$ cat src/rtl/operand_sequencer.sv
// ---------------------------------------------------------------------------
// operand_sequencer
//
// Collects two 3-bit operands and a 3-bit opcode from a set of switches, one
// value per rising edge of the (already debounced) enter button. It then
// issues a single-cycle push strobe to the downstream result stack. The
// cancel button aborts a partial entry.
//
// If the stack is full, the opcode entry is refused and err is set. err is
// sticky: only a cancel or a later accepted advance clears it.
//
// Optional feature (compile-time macro OPSEQ_TIMEOUT_EN):
//   When defined, a partial entry that has been idle in S_B or S_OP for
//   TIMEOUT_CYCLES clocks is aborted back to S_A and err is set.
//   When undefined, there is no counter and S_B/S_OP wait indefinitely.
//
// Parameters:
//   TIMEOUT_CYCLES - idle cycles before a partial entry aborts (2..4095)
//
// Ports:
//   clk_300hz   in   sole clock, rising edge
//   reset_n     in   asynchronous active-low reset
//   sw[2:0]     in   operand/opcode switches, sampled on an accepted enter edge
//   enter       in   write button level; only rising edges matter
//   cancel      in   read/cancel button level; only rising edges matter
//   lifo_full   in   full flag from the result stack
//   a_out[2:0]  out  latched operand A
//   b_out[2:0]  out  latched operand B
//   opcode_out  out  latched raw opcode (3 bits)
//   calc_pulse  out  registered single-cycle push strobe
//   stage[1:0]  out  current state: 0=S_A 1=S_B 2=S_OP 3=S_ISSUE
//   err         out  sticky error (stack full on issue, or timeout)
// ---------------------------------------------------------------------------
module operand_sequencer #(
    parameter int TIMEOUT_CYCLES = 3000
) (
    input  logic       clk_300hz,
    input  logic       reset_n,
    input  logic [2:0] sw,
    input  logic       enter,
    input  logic       cancel,
    input  logic       lifo_full,
    output logic [2:0] a_out,
    output logic [2:0] b_out,
    output logic [2:0] opcode_out,
    output logic       calc_pulse,
    output logic [1:0] stage,
    output logic       err
);

    typedef enum logic [1:0] {
        S_A     = 2'd0,
        S_B     = 2'd1,
        S_OP    = 2'd2,
        S_ISSUE = 2'd3
    } state_t;

    state_t state;
    state_t next_state;

    logic enter_q;
    logic cancel_q;
    logic enter_rise;
    logic cancel_rise;

    logic load_a;
    logic load_b;
    logic load_op;
    logic set_err;
    logic clr_err;
    logic timeout_hit;

    assign enter_rise  = enter & ~enter_q;
    assign cancel_rise = cancel & ~cancel_q;
    assign stage       = state;

    // Edge-detect history resets to 1. A button that is held through reset
    // release is then seen as "already high", so it produces no edge.
    // NOTE: sequential state is written with non-blocking (<=) assignments,
    // so every register samples values from before the clock edge.
    always_ff @(posedge clk_300hz or negedge reset_n) begin
        if (!reset_n) begin
            enter_q  <= 1'b1;
            cancel_q <= 1'b1;
        end else begin
            enter_q  <= enter;
            cancel_q <= cancel;
        end
    end

    always_ff @(posedge clk_300hz or negedge reset_n) begin
        if (!reset_n) begin
            state <= S_A;
        end else begin
            state <= next_state;
        end
    end

    // Next-state and latch-enable decode. Cancel has priority over enter,
    // and enter has priority over timeout. S_ISSUE ignores both buttons.
    always_comb begin
        // NOTE: every output of this block gets a default first, so no path
        // leaves a value unassigned and no latch is inferred.
        next_state = state;
        load_a     = 1'b0;
        load_b     = 1'b0;
        load_op    = 1'b0;
        set_err    = 1'b0;
        clr_err    = 1'b0;

        unique case (state)
            S_A: begin
                if (cancel_rise) begin
                    clr_err = 1'b1;
                end else if (enter_rise) begin
                    load_a     = 1'b1;
                    clr_err    = 1'b1;
                    next_state = S_B;
                end
            end
            S_B: begin
                if (cancel_rise) begin
                    clr_err    = 1'b1;
                    next_state = S_A;
                end else if (enter_rise) begin
                    load_b     = 1'b1;
                    clr_err    = 1'b1;
                    next_state = S_OP;
                end else if (timeout_hit) begin
                    set_err    = 1'b1;
                    next_state = S_A;
                end
            end
            S_OP: begin
                if (cancel_rise) begin
                    clr_err    = 1'b1;
                    next_state = S_A;
                end else if (enter_rise) begin
                    // The opcode is latched even when the push is refused,
                    // so a retry simply re-latches it.
                    load_op = 1'b1;
                    if (lifo_full) begin
                        set_err = 1'b1;
                    end else begin
                        clr_err    = 1'b1;
                        next_state = S_ISSUE;
                    end
                end else if (timeout_hit) begin
                    set_err    = 1'b1;
                    next_state = S_A;
                end
            end
            S_ISSUE: begin
                next_state = S_A;
            end
            default: begin
                next_state = S_A;
            end
        endcase
    end

    // The data latches are reset because reset must drive all outputs to 0.
    always_ff @(posedge clk_300hz or negedge reset_n) begin
        if (!reset_n) begin
            a_out      <= 3'd0;
            b_out      <= 3'd0;
            opcode_out <= 3'd0;
        end else begin
            if (load_a) begin
                a_out <= sw;
            end
            if (load_b) begin
                b_out <= sw;
            end
            if (load_op) begin
                opcode_out <= sw;
            end
        end
    end

    // calc_pulse is registered from the decoded next state. It is therefore
    // high for exactly the cycle in which state is S_ISSUE, and reset clears
    // it asynchronously.
    always_ff @(posedge clk_300hz or negedge reset_n) begin
        if (!reset_n) begin
            calc_pulse <= 1'b0;
            err        <= 1'b0;
        end else begin
            calc_pulse <= (next_state == S_ISSUE);
            if (set_err) begin
                err <= 1'b1;
            end else if (clr_err) begin
                err <= 1'b0;
            end
        end
    end

`ifdef OPSEQ_TIMEOUT_EN
    localparam logic [11:0] TIMEOUT_LAST = 12'(TIMEOUT_CYCLES - 1);

    logic [11:0] idle_count;

    // Counts idle cycles in S_B or S_OP. Any state change or accepted enter
    // edge restarts the count.
    always_ff @(posedge clk_300hz or negedge reset_n) begin
        if (!reset_n) begin
            idle_count <= 12'd0;
        end else if ((next_state != state) || enter_rise ||
                     !((state == S_B) || (state == S_OP))) begin
            idle_count <= 12'd0;
        end else begin
            idle_count <= idle_count + 12'd1;
        end
    end

    assign timeout_hit = (idle_count == TIMEOUT_LAST);
`else
    assign timeout_hit = 1'b0;
`endif

endmodule

$ cat config.mk
export PLATFORM = sky130hd
export DESIGN_NAME = operand_sequencer
export DESIGN_NICKNAME = d
export VERILOG_FILES = /design/src/rtl/operand_sequencer.sv
export SDC_FILE = /design/constraint.sdc
export NUM_CORES = 1
export LEC_CHECK = 0
export ABC_CLOCK_PERIOD_IN_PS = 1960
export BUFFER_PORTS_ARGS = -buffer_cell sky130_fd_sc_hd__buf_2
export CAP_MARGIN = 10
export CELL_PAD_IN_SITES_DETAIL_PLACEMENT = 1
export CELL_PAD_IN_SITES_GLOBAL_PLACEMENT = 1
export CORE_MARGIN = 8
export CORE_UTILIZATION = 36
export CTS_BUF_LIST = sky130_fd_sc_hd__clkbuf_4 sky130_fd_sc_hd__clkbuf_8 sky130_fd_sc_hd__clkbuf_16
export CTS_CLUSTER_DIAMETER = 200
export DETAILED_ROUTE_END_ITERATION = 12
export GPL_ROUTABILITY_DRIVEN = 0
export HOLD_SLACK_MARGIN = 0.03
export PLACE_DENSITY = 0.77
export SYNTH_ARGS = -nofsm -noshare
export SYNTH_HDL_FRONTEND = slang
export SYNTH_SLANG_ARGS = --single-unit
$ cat constraint.sdc
create_clock -name clk_300hz -period 1.96 [get_ports clk_300hz]
set_input_delay 0.098 -clock clk_300hz [delete_from_list [all_inputs] [get_ports clk_300hz]]
set_output_delay 0.098 -clock clk_300hz [all_outputs]
set_load 0.01 [all_outputs]
==> results.yml <==
power_and_ir_drop:
  power_leakage_nw: 0.419
  power_density_nw_per_um2: 1110
  ir_worst_vdd_v: 0.000543
run:
  max_cap_violations: 0
worst_setup_path:
  critical-path-max-stage-delay_ns: 0.53
  critical_path_class: "input pin to flop"
  path_max_fanout: 3
  crit_chain: "dlygate4sd3_1, buf_2, nor2b_4, or4_4, mux2_4"
  startpoint_type: "input pin"
  required_ns: 2.13
  slowest_stage: "dlygate4sd3_1"
  crit_buf_inv: 2
  path_delay_family: "buffers and inverters"
  cp.arrival_ns: 1.72
  cp-end-kind: "flop"
synth:
  yosysTopAreaCell: "dfrtp_1"
  synth_ff_type: "dfrtp_1"
  synth_top_cell_area_share: 0.533
  synth_top_family_by_area: "multiplexers"
  ys_types: 16
  synth_mux_area_frac: 0.184
  yosysSeqAreaShare: 0.619
  netlist_area_um2: 611
  async_flop_share: 1.00
  syn_area_per_cell_um2: 14.2
  syn_inst: 43
  synth_xor_area_frac: 0
  synth-compound-area-share: 0.0225
  synth-adder-area-share: 0
  synth_nets: 51
  synthTopCellsByArea: "dfrtp_1 53%, mux2_2 11%, dfstp_2 8.6%"
  netlist_top_cells_count: "13 x dfrtp_1, 6 x mux2_2, 5 x nand3_1"
  ys_ff_latch: 15
  ys.warnings.count: 0
  synth_simple_gate_area_frac: 0.174
  synth-edff-count: 0
  yosysMostFrequentCell: "dfrtp_1"
drt:
  drtIter0Drc: 2
  drc: 0
  vias: 443
  ant_nets: 0
  firstDrtPassIters: 4
  wl_um: 1410
  avgViaCountPerCell: 5.03
  wl_per_cell_um: 16.0
sta:
  finalCriticalPeriod_ns: 1.55
  post-route-period-util: 0.789
  rsz0062_at_grt: "false"
  finalHoldViolCount: 0
  setup_violations: 0
  slew_headroom: 0.778
  tightest_slew_ns: 0.334
  clock_skew_ns: 0.000440
  fmax_mhz: 647
  final_max_slew_viol_count: 0
  tns_ns: 0
clock_tree:
  numCtsBuffers: 3
  clockBufferDepth: 2
  clk_pin_slew_ns: 0.09
  postCtsSetupBuffers: 0
  cts_tree: "yes"
  h-tree-depth: 1
  cts-root-buf: "clkbuf_4"
  clock_latency_ns: 0.28
  cts.sink_count: 15
  post_cts_resized: 0
placed_design:
  portBuffers: 20
  dp_cells: 80
  place_hpwl_um: 1100
floorplan:
  core_area_um2: 1650
  die_area_um2: 3270
  rows: 15
  start_util: 0.370
  die_w_um: 57.2
  die_h_um: 57.2
  ioPinCount: 21
global_route:
  antenna_found_initial: 0
  overflow: 0
  grt.total_usage: 0.0914
  grt_pass1_wl_um: 2330
  first_global_vias: 490
  grt_max_degree: 16
layout:
  area_delta_synth_final_pct: 31.4
  n_fill_cell: 194
  drive_gt1_frac: 0.535
  fin_nets: 80
  fin_cells: 88
  post-route-util: 0.486
  diodes: 0
outcome:
  status: "finished, final reports clean"
min_path:
  hold_path_class: "input pin to flop"
==> stage by stage <==
step / setup WS [ns] / hold slack (ns) / total power, mW / instance area, um^2
2_1_floorplan: 0.461 / -0.198 / 0.579 / 611
3_3_place_gp: 0.450 / 0.0142 / 0.691 / 732
3_5_place_dp: 0.429 / 0.0199 / 0.706 / 732
4_1_cts: 0.411 / 0.0793 / 0.905 / 802
5_1_grt: 0.390 / 0.0854 / 0.940 / 802
6_report: 0.413 / 0.0835 / 0.890 / 802
==> sequential cells by signal, summed over array words and instances (netlist names) <==
signal and flops:
err 1, stage 2, opcode_out 3, cancel_q 1, calc_pulse 1, enter_q 1, a_out 3, b_out 3
==> layer usage <==
| metal | share of wire | vias up | GRT usage |
|---|---|---|---|
| met5 | 0 | - | 0 |
| met4 | 0 | 0 | 0.0705 |
| met3 | 0.040 | 0 | 0.0177 |
| met2 | 0.58 | 7 | 0.155 |
| met1 | 0.38 | 228 | 0.0961 |
| li1 | - | 208 | - |
==> cell type report <==
type / instances / area [um^2] / share of cell area
multi-input combinational: 28 / 233 / 0.290
timing repair buffer: 24 / 140 / 0.175
clock buffer: 4 / 30.0 / 0.0374
sequential: 15 / 378 / 0.471
tap: 17 / 21.3 / 0.0265
==> kinds of logic (layout without fill, tap and decap cells) <==
kind of cell	after synthesis	count (layout)
simple gates	17	17
flops	15	15
mux	9	9
compound gates	2	2
buf+inv	0	28
==> repair_timing <==
action / 4_1_cts / 5_1_grt
setup endpoints to repair: 0 / 0
endpoints found under the hold margin: 18 / 0
hold buffers: 4 / 0
==> cells in the final DEF, fill, tap and decap left out <==
master / netlist / layout
buf_2: 0 / 20
dfrtp_1: 13 / 13
mux2_2: 6 / 6
nand3_1: 5 / 5
clkbuf_4: 0 / 4
dlygate4sd3_1: 0 / 4
nand2_1: 3 / 3
mux2_4: 3 / 3
nor2b_1: 2 / 2
dfstp_2: 2 / 2
nand2b_1: 1 / 1
a211o_1: 1 / 1
nor2b_4: 1 / 1
a21oi_1: 1 / 1
or2b_2: 1 / 1
and2b_1: 1 / 1
nor2_1: 1 / 1
or4_4: 1 / 1
nand4_1: 1 / 1
==> final timing paths <==
| check | start | endpoint | slack (ns) | cells after the start |
|---|---|---|---|---|
| setup reg to reg | cancel_q$_DFF_PN1_ | a_out[0]$_DFFE_PN0P_ | 0.42 | 3 |
| hold reg to reg | b_out[0]$_DFFE_PN0P_ | b_out[0]$_DFFE_PN0P_ | 0.51 | 1 |
| hold / removal | sw[2] | a_out[2]$_DFFE_PN0P_ | 0.08 | 2 |
| max in group asynchronous | reset_n | enter_q$_DFF_PN1_ | 1.42 | 2 |
| setup / recovery | cancel | a_out[0]$_DFFE_PN0P_ | 0.41 | 5 |
| min in group asynchronous | reset_n | opcode_out[1]$_DFFE_PN0P_ | 0.24 | 2 |
==> report_power, final <==
group	switching (mW)	total (mW)	leakage [nW]	internal (mW)
registers	0.0436	0.435	0.186	0.392
logic	0.121	0.262	0.215	0.141
clock network	0.0995	0.192	0.0184	0.0928
No activity file was read; power rests on OpenSTA's default activity.
